===== src/rtl/divider_scheduler_pkg.sv =====
// Shared types and constants for the divider scheduler: FSM state encoding
// and the fixed quotient reported when a request divides by zero.
package divider_scheduler_pkg;
    localparam int DATA_W = 8;
    localparam logic [DATA_W-1:0] DIV0_QUOTIENT = 8'hFF;

    typedef enum logic [1:0] {IDLE, START, WAIT, RESP} state_t;
endpackage


===== src/rtl/divider_scheduler_rr_arbiter.sv =====
// Combinational round-robin arbiter: picks the first requester at or after the
// pointer (wrapping) and returns it both one-hot and as an index.
module rr_arbiter #(
    parameter  int NREQ = 4,
    localparam int IDW  = $clog2(NREQ)
) (
    input  logic [NREQ-1:0] i_req,
    input  logic [IDW-1:0]  i_ptr,
    output logic [NREQ-1:0] o_grant,
    output logic [IDW-1:0]  o_idx,
    output logic            o_any
);
    logic [IDW-1:0] w_rot [NREQ];

    // w_rot[k] is the requester index examined k-th in this cycle's priority order
    for (genvar gi = 0; gi < NREQ; gi++) begin : g_rot
        assign w_rot[gi] = IDW'((int'(i_ptr) + gi) % NREQ);
    end

    always_comb begin
        o_grant = '0;
        o_idx   = '0;
        o_any   = 1'b0;
        for (int k = 0; k < NREQ; k++) begin
            if (!o_any && i_req[w_rot[k]]) begin
                o_any            = 1'b1;
                o_idx            = w_rot[k];
                o_grant[w_rot[k]] = 1'b1;
            end
        end
    end
endmodule


===== src/rtl/divider_scheduler.sv =====
// Shares one sequential 8-bit divider between NREQ requesters: round-robin grant,
// divider start/capture with timeout, held response until the consumer accepts.
module divider_scheduler
    import divider_scheduler_pkg::*;
#(
    parameter  int NREQ    = 4,
    parameter  int TIMEOUT = 15,
    localparam int IDW     = $clog2(NREQ),
    localparam int CW      = $clog2(TIMEOUT + 1)
) (
    input  logic                 clk,
    input  logic                 reset,
    input  logic [NREQ-1:0]      req_valid,
    output logic [NREQ-1:0]      req_ready,
    input  logic [8*NREQ-1:0]    req_numerator,
    input  logic [8*NREQ-1:0]    req_denominator,
    output logic                 resp_valid,
    input  logic                 resp_ready,
    output logic [IDW-1:0]       resp_id,
    output logic [DATA_W-1:0]    resp_quotient,
    output logic [DATA_W-1:0]    resp_remainder,
    output logic                 resp_div0,
    output logic                 resp_timeout,
    output logic                 busy,
    output logic                 div_start,
    output logic [DATA_W-1:0]    div_numerator,
    output logic [DATA_W-1:0]    div_denominator,
    input  logic [DATA_W-1:0]    div_quotient,
    input  logic [DATA_W-1:0]    div_remainder,
    input  logic                 div_ready
);
    state_t              r_state, w_state_next;
    logic [IDW-1:0]      r_ptr, w_ptr_next;
    logic [IDW-1:0]      r_id, w_id_next;
    logic [DATA_W-1:0]   r_num, w_num_next;
    logic [DATA_W-1:0]   r_den, w_den_next;
    logic [DATA_W-1:0]   r_q, w_q_next;
    logic [DATA_W-1:0]   r_r, w_r_next;
    logic                r_div0, w_div0_next;
    logic                r_tmo, w_tmo_next;
    logic [CW-1:0]       r_cnt, w_cnt_next;

    logic [DATA_W-1:0]   w_req_num [NREQ];
    logic [DATA_W-1:0]   w_req_den [NREQ];
    logic [NREQ-1:0]     w_grant;
    logic [IDW-1:0]      w_gidx;
    logic                w_any;

    for (genvar gi = 0; gi < NREQ; gi++) begin : g_unpack
        assign w_req_num[gi] = req_numerator[8*gi +: 8];
        assign w_req_den[gi] = req_denominator[8*gi +: 8];
    end

    rr_arbiter #(.NREQ(NREQ)) u_arb (
        .i_req   (req_valid),
        .i_ptr   (r_ptr),
        .o_grant (w_grant),
        .o_idx   (w_gidx),
        .o_any   (w_any)
    );

    always_ff @(posedge clk or posedge reset) begin
        if (reset) begin
            r_state <= IDLE;
            r_ptr   <= '0;
            r_id    <= '0;
            r_num   <= '0;
            r_den   <= '0;
            r_q     <= '0;
            r_r     <= '0;
            r_div0  <= 1'b0;
            r_tmo   <= 1'b0;
            r_cnt   <= '0;
        end else begin
            r_state <= w_state_next;
            r_ptr   <= w_ptr_next;
            r_id    <= w_id_next;
            r_num   <= w_num_next;
            r_den   <= w_den_next;
            r_q     <= w_q_next;
            r_r     <= w_r_next;
            r_div0  <= w_div0_next;
            r_tmo   <= w_tmo_next;
            r_cnt   <= w_cnt_next;
        end
    end

    always_comb begin
        w_state_next = r_state;
        w_ptr_next   = r_ptr;
        w_id_next    = r_id;
        w_num_next   = r_num;
        w_den_next   = r_den;
        w_q_next     = r_q;
        w_r_next     = r_r;
        w_div0_next  = r_div0;
        w_tmo_next   = r_tmo;
        w_cnt_next   = r_cnt;
        case (r_state)
            IDLE: begin
                if (w_any) begin
                    w_id_next   = w_gidx;
                    w_ptr_next  = (w_gidx == IDW'(NREQ - 1)) ? '0 : w_gidx + 1'b1;
                    w_num_next  = w_req_num[w_gidx];
                    w_den_next  = w_req_den[w_gidx];
                    w_cnt_next  = '0;
                    w_tmo_next  = 1'b0;
                    // A zero divisor never reaches the divider; answer straight away
                    if (w_req_den[w_gidx] == '0) begin
                        w_q_next     = DIV0_QUOTIENT;
                        w_r_next     = w_req_num[w_gidx];
                        w_div0_next  = 1'b1;
                        w_state_next = RESP;
                    end else begin
                        w_div0_next  = 1'b0;
                        w_state_next = START;
                    end
                end
            end
            START: w_state_next = WAIT;
            WAIT: begin
                if (div_ready) begin
                    w_q_next     = div_quotient;
                    w_r_next     = div_remainder;
                    w_state_next = RESP;
                end else if (r_cnt == CW'(TIMEOUT - 1)) begin
                    w_q_next     = '0;
                    w_r_next     = '0;
                    w_tmo_next   = 1'b1;
                    w_state_next = RESP;
                end else begin
                    w_cnt_next = r_cnt + 1'b1;
                end
            end
            RESP: begin
                if (resp_ready) begin
                    w_div0_next  = 1'b0;
                    w_tmo_next   = 1'b0;
                    w_state_next = IDLE;
                end
            end
            default: w_state_next = IDLE;
        endcase
    end

    assign req_ready       = (r_state == IDLE) ? w_grant : '0;
    assign busy            = (r_state != IDLE);
    assign resp_valid      = (r_state == RESP);
    assign div_start       = (r_state == START);
    assign div_numerator   = div_start ? r_num : '0;
    assign div_denominator = div_start ? r_den : '0;
    assign resp_id         = r_id;
    assign resp_quotient   = r_q;
    assign resp_remainder  = r_r;
    assign resp_div0       = r_div0;
    assign resp_timeout    = r_tmo;
endmodule

===== config.mk =====
export PLATFORM = sky130hd
export DESIGN_NAME = divider_scheduler
export DESIGN_NICKNAME = d
export VERILOG_FILES = /design/src/rtl/divider_scheduler_pkg.sv /design/src/rtl/divider_scheduler_rr_arbiter.sv /design/src/rtl/divider_scheduler.sv
export SDC_FILE = /design/constraint.sdc
export NUM_CORES = 1
export LEC_CHECK = 0
export CAP_MARGIN = 20
export CORE_ASPECT_RATIO = 0.75
export CORE_MARGIN = 2
export CORE_UTILIZATION = 40
export CTS_CLUSTER_DIAMETER = 100
export CTS_CLUSTER_SIZE = 25
export DETAILED_ROUTE_END_ITERATION = 16
export PLACE_DENSITY = 0.86
export SLEW_MARGIN = 20
export SYNTH_ARGS = -nofsm -noshare
export SYNTH_HDL_FRONTEND = slang
export SYNTH_SLANG_ARGS = --single-unit

===== constraint.sdc =====
create_clock -name clk -period 4.7 [get_ports clk]
set_clock_uncertainty 0.1 [all_clocks]
set_input_delay 0.47 -clock clk [delete_from_list [all_inputs] [get_ports clk]]
set_output_delay 0.47 -clock clk [all_outputs]
set_load 0.03 [all_outputs]

# Word-level counts from Yosys, hierarchy flattened
# Cells that the tools add are included.
dict set report totals {
  reg_bits 44
  in_bits 88
  wordCells 127
  out_inout_bits 43
}
dict set report op_classes {
  add_sub_neg 5
  n_mux 65
  eq_ne 12
  bitwise 4
  magnitude_cmp 9
  n_reduce_logical 22
}
# cell count
set ops {}
lappend ops {{$mux W8} 13}
lappend ops {{$bmux W8 S2} 2}
lappend ops {{$mux W4} 8}
lappend ops {{$pmux W8 S2} 2}
lappend ops {{$mux W2} 10}
lappend ops {{$mux W1} 18}
lappend ops {{$lt A2 B3 Y1 const B} 4}
lappend ops {{$or A4 B4 Y4} 3}
lappend ops {{$bmux W1 S2} 4}
lappend ops {{$demux W1 S2} 4}
lappend ops {{$ge A2 B1 Y1 const B} 4}
lappend ops {{$logic_not A8 Y1} 1}
lappend ops {{$ne A2 B2 Y1 const B} 4}
lappend ops {{$pmux W2 S4} 1}
lappend ops {{$pmux W4 S2} 1}
lappend ops {{$reduce_and A4 Y1} 2}
lappend ops {{$logic_and A1 B1 Y1} 7}
lappend ops {{$eq A2 B2 Y1 const B} 3}
lappend ops {{$reduce_and A3 Y1} 2}
lappend ops {{$reduce_bool A2 Y1} 3}
lappend ops {{$reduce_and A5 Y1} 1}
lappend ops {{$add A2 B1 Y2 const B} 2}
lappend ops {{$add A2 B2 Y2 const B} 2}
lappend ops {{$add A4 B1 Y4 const B} 1}
lappend ops {{other kinds (12)} 15}

# Longest topological paths before layout
dict set report logic_depth {
  ltp_word 20
  ltp_mapped 17
  mapped_depth_nobuf 11
}

# Modules after synthesis
# A second synthesis with hierarchy kept.
dict set report hier_totals {
  hier_cells 382
  hier_area_um2 3642.2
}
# module area_each_um2 cells_per_inst n_inst seq_area_each_um2
set by_module_without_submodules {}
lappend by_module_without_submodules {divider_scheduler 3223.1 337 1 1101.1}
lappend by_module_without_submodules {rr_arbiter 419.2 45 1 0.0}

# Worst setup path before layout
# OpenSTA, ideal clock, no wires.
dict set report synth_path {
  kind {reg2reg}
  start {register r_ptr[0]}
  end {register r_r[0] (netlist: resp_remainder[0])}
  arrival_time_ns 3.945
  n_path_buf 5
  synth_period_minus_slack_ns 4.173
  required_time_ns 4.473
  setup_ns 0.127
  stages_incl_launch_ff 17
  slack_ns 0.527
  cell_sequence {dfrtp_1 buf_2 buf_2 inv_1 ha_1 clkbuf_1 mux4_2 nor2b_1 buf_6 o21a_4 o31a_1 or4_1 a22oi_2 nand3_2 o22ai_4 buf_6 mux2_1}
}
dict set report synth_via {
  elab_chain_len 19
  elab_cells_between_ends 39
  classes_between {add/sub (3); eq/ne (2); mux (25); bitwise (1); reduce/logical (8)}
}
# element line_no
set synth_rtl {}
lappend synth_rtl {{from (decl)} divider_scheduler.sv:33} ;# logic [IDW-1:0] r_ptr, w_ptr_next;
lappend synth_rtl {{from (signal assigned)} divider_scheduler.sv:76} ;# r_ptr <= w_ptr_next;
lappend synth_rtl {{branches (longest 19 deep; another with $add A2 B1 Y2)} -}
lappend synth_rtl {{to (signal assigned)} divider_scheduler.sv:81} ;# r_r <= w_r_next;
lappend synth_rtl {{to (decl)} divider_scheduler.sv:38} ;# logic [DATA_W-1:0] r_r, w_r_next;
# Several ways; the timed one is not identified. The select of a mux whose other input is x is not followed.
# A chain may end at the register's enable or synchronous reset.

# Final worst setup path
dict set report layout_path {
  start {register r_ptr[1]}
  end {register r_q[6] (netlist: resp_quotient[6])}
}
dict set report layout_via {
  elab_chain_len 19
  elab_cells_between_ends 33
  classes_between {add/sub (3); eq/ne (2); mux (19); bitwise (1); reduce/logical (8)}
}
# element line_no
set layout_rtl {}
lappend layout_rtl {{branches (longest 18 deep; another with $add A2 B1 Y2)} -}
lappend layout_rtl {{$reduce_and A4 Y1 (no source line) *} -}
lappend layout_rtl {{to (signal assigned)} divider_scheduler.sv:80} ;# r_q <= w_q_next;
lappend layout_rtl {{to (decl)} divider_scheduler.sv:37} ;# logic [DATA_W-1:0] r_q, w_q_next;
# Every way passes the cells marked *. The select of a mux whose other input is x is not followed.

==> flow_summary.ini <==
[status]
status = complete, no violations

[setup_path]
end_kind = flip-flop
r2r_end = resp_quotient[6]
slowest_stage = dfrtp_1
startpoint_type = flip-flop
cp_slowest_stage_delay_ns = 0.59
cp_max_fo = 11
worstPathArrival_ns = 4.39
rr_startpoint = r_ptr[1]
cp.buffers_inverters = 2
ff2ff_setup_slack_ns = 0.43
path_cells = inv_1, ha_1, mux4_2, a211oi_1, o32ai_4, or4_1, a22oi_2, nand3_2, o22ai_4, buf_4, a2bb2oi_1
critPathTopFamily = compound AO/OA/AOI/OAI gates
critPathKind = flip-flop to flip-flop
worst_ep_required_time_ns = 4.81
rr_worst_depth = 11

[pwr]
power_frac_comb = 0.725
p_sw_mw = 1.72
p_int_mw = 1.65
total_power_mw = 3.37
p_clk_frac = 0.073
pwr-share-seq = 0.202
ir_drop_mv = 0.452
swShare = 0.511
pwr_density_cell_mw_per_mm2 = 709
leakage_nw = 1.97

[synth]
synth.net_count = 518
synth.ff_latch_count = 44
synth_simple_gate_area_frac = 0.269
netlist_area_mm2 = 0.00327
synth_xor_area_frac = 0.00268
synth-edff-count = 0
yosysWarnings = 0
ys_seq_area_frac = 0.336
synth_adder_area_share = 0.0535
synthMuxAreaShare = 0.0646
ys_types = 52
avgSynthCellArea_um2 = 7.87
syn_inst = 416
synthArstFlopShare = 1.00
synth_flop_cell = dfrtp_1
synth_top_family_by_area = simple AND/OR/NAND/NOR gates
synth_compound_area_frac = 0.223

[detailed_routing]
finalWirelength_mm = 9.84
vias = 3512
dr.pass1.iters = 4
drt-initial-drc-count = 173
ant_nets = 0
post-route-drc-count = 0
wl_per_cell_um = 15.4
via_per_inst = 5.50

[placed_design]
globalplace.congestion = 0.986
port_buffers = 130
dpl-instance-area_mm2 = 0.00466
dp_hpwl_mm = 7.61

[cts]
cts_setup_buffers = 0
clock-sinks = 44
insertion_delay_ns = 0.29
clk_pin_slew_ns = 0.09
cts_tree = yes
cts_buffer_depth = 2
cts_repair_resize_count = 0
hold_buffers = 0
cts_root_buf = clkbuf_8
htreeDepth = 2
cts_buffers = 5

[flow_run]
maxCapViolCount = 0

[layout]
area_growth_pct = 45.4
final_cell_area_mm2 = 0.00476
antenna_cells = 0
drive_above_1_share = 0.0693
fin_util = 0.601
final_nets = 635

[global_route]
grt-ovfl-total = 0
grt_pass1_wl_mm = 15.3
antenna_found_initial = 0
grt_start_max_net_pins = 45
grt_usage = 0.217
grt_pass1_vias = 3200

[floorplanning]
core_mm2 = 0.00792
rows = 28
initial_utilization = 0.413
dieHeight_um = 82.3
die_w_um = 108
die_area_mm2 = 0.00893
io_pins = 131

[sta]
fin_crit_sh = 0.909
slew_violations = 0
hold_viol = 0
rsz0062_at_grt = false
fmax_mhz = 234
setup_viol = 0
tightest_slew_ns = 0.929
fin_setup_tns_ns = 0
slew_headroom = 0.379
period_needed_ns = 4.27

[worst_hold_path]
holdPathStages = 2
worstHoldStart = r_num[4]
hold_path.class = flip-flop to flip-flop
holdPathEnd = r_num[4]
## worst max-delay path by stage
stage                       startpoint                 to  slack (ns)  cells after the start
after floorplan               r_ptr[0]  resp_remainder[0]        0.53                     16
after global placement    req_valid[2]  resp_remainder[4]        0.60                      9
after detailed placement  req_valid[2]  resp_remainder[1]        0.51                      9
after CTS                     r_ptr[1]   resp_quotient[6]        0.48                     11
after global routing          r_ptr[1]   resp_quotient[6]        0.14                     13
final                         r_ptr[1]   resp_quotient[6]        0.43                     11
## state kept, by name (all words and copies together) (netlist names)
register,cells
r_den,8
resp_quotient,8
resp_timeout,1
resp_id,2
resp_remainder,8
r_ptr,2
r_num,8
resp_div0,1
r_state,2
r_cnt,4
## area by class of cell
class | count | area [µm²]
well taps | 105 | 131
multi-input cells | 333 | 2030
repair buffers | 139 | 1370
clock buffers | 6 | 82.6
clock inverters | 2 | 10.0
fillers | 730 | 3160
inverters | 10 | 37.5
flip-flops and latches | 44 | 1100
## tightest hold or removal path, stage by stage, from the launching register on
cell     delay [ns]
dfrtp_1        0.34
nand2_1        0.05
o21ai_0        0.06
## metal layers
layer / part of all wire / track usage / vias to the layer above
li1: - / - / 1708
met1: 0.46 / 0.287 / 1649
met2: 0.46 / 0.368 / 142
met3: 0.067 / 0.0455 / 13
met4: 0.013 / 0.0500 / 0
met5: 0 / 0 / -
## placed cells by master (no fill, tap or decap), drive strengths merged, types with 2 or more instances in the layout
cell	count
clkdlybuf4s50	130
nand2	62
nor2	59
o21ai	51
dfrtp	44
nand3	25
and2	20
ha	14
mux2	11
inv	10
a21oi	9
buf	9
a2bb2oi	8
o31ai	7
nor3	6
clkbuf	6
a22oi	6
nor2b	4
o211ai	4
a221oi	4
mux4	3
nand4	3
nor4	3
nand2b	2
mux2i	2
a211oi	2
a21o	2
o32a	2
a41o	2
or4	2
or3	2
a22o	2
clkinv	2
o22ai	2
## power groups by stage
stage	clock, mW	combinational (mW)	sequential, mW
floorplan	0	1.53	0.811
global placement	0	2.36	0.680
detailed placement	0	2.43	0.685
CTS	0.253	2.44	0.679
global route	0.272	2.68	0.702
finish	0.247	2.45	0.680
## cell families after synthesis
family                     after synthesis
muxes                                   16
xor gates and xnor gates                 1
and+or+nand+nor                        193
DFF                                     44
adders and majority gates               14
AOI/OAI and AO/OA                      109
buffers and inverters                   39
## stage by stage
step                      hold slack, ns  setup WS, ns  instances
after floorplan                    0.342         0.527        416
after global placement             0.355         0.596        631
after detailed placement           0.363         0.505        631
after CTS                          0.382         0.477        639
after global routing               0.401         0.143        639
final                              0.375         0.426        639
## Yosys cell counts, types with 3 or more instances
cell | instances | share of area
o31ai_1 | 7 | 0.016
dfrtp_1 | 44 | 0.34
and2_1 | 20 | 0.038
nand3_1 | 24 | 0.037
nor3_1 | 6 | 0.0092
inv_1 | 10 | 0.011
ha_1 | 14 | 0.054
a22oi_1 | 5 | 0.011
o21ai_0 | 50 | 0.076
nand2_1 | 62 | 0.071
mux4_2 | 3 | 0.021
o211ai_1 | 4 | 0.0092
clkbuf_1 | 24 | 0.028
nor2b_1 | 4 | 0.0076
a2bb2oi_1 | 8 | 0.021
nor4_1 | 3 | 0.0057
mux2_2 | 9 | 0.031
a221oi_1 | 4 | 0.011
a21oi_1 | 9 | 0.014
nand4_1 | 3 | 0.0057
nor2_1 | 59 | 0.068
buf_2 | 3 | 0.0046
(Power assumes the default switching activity.)
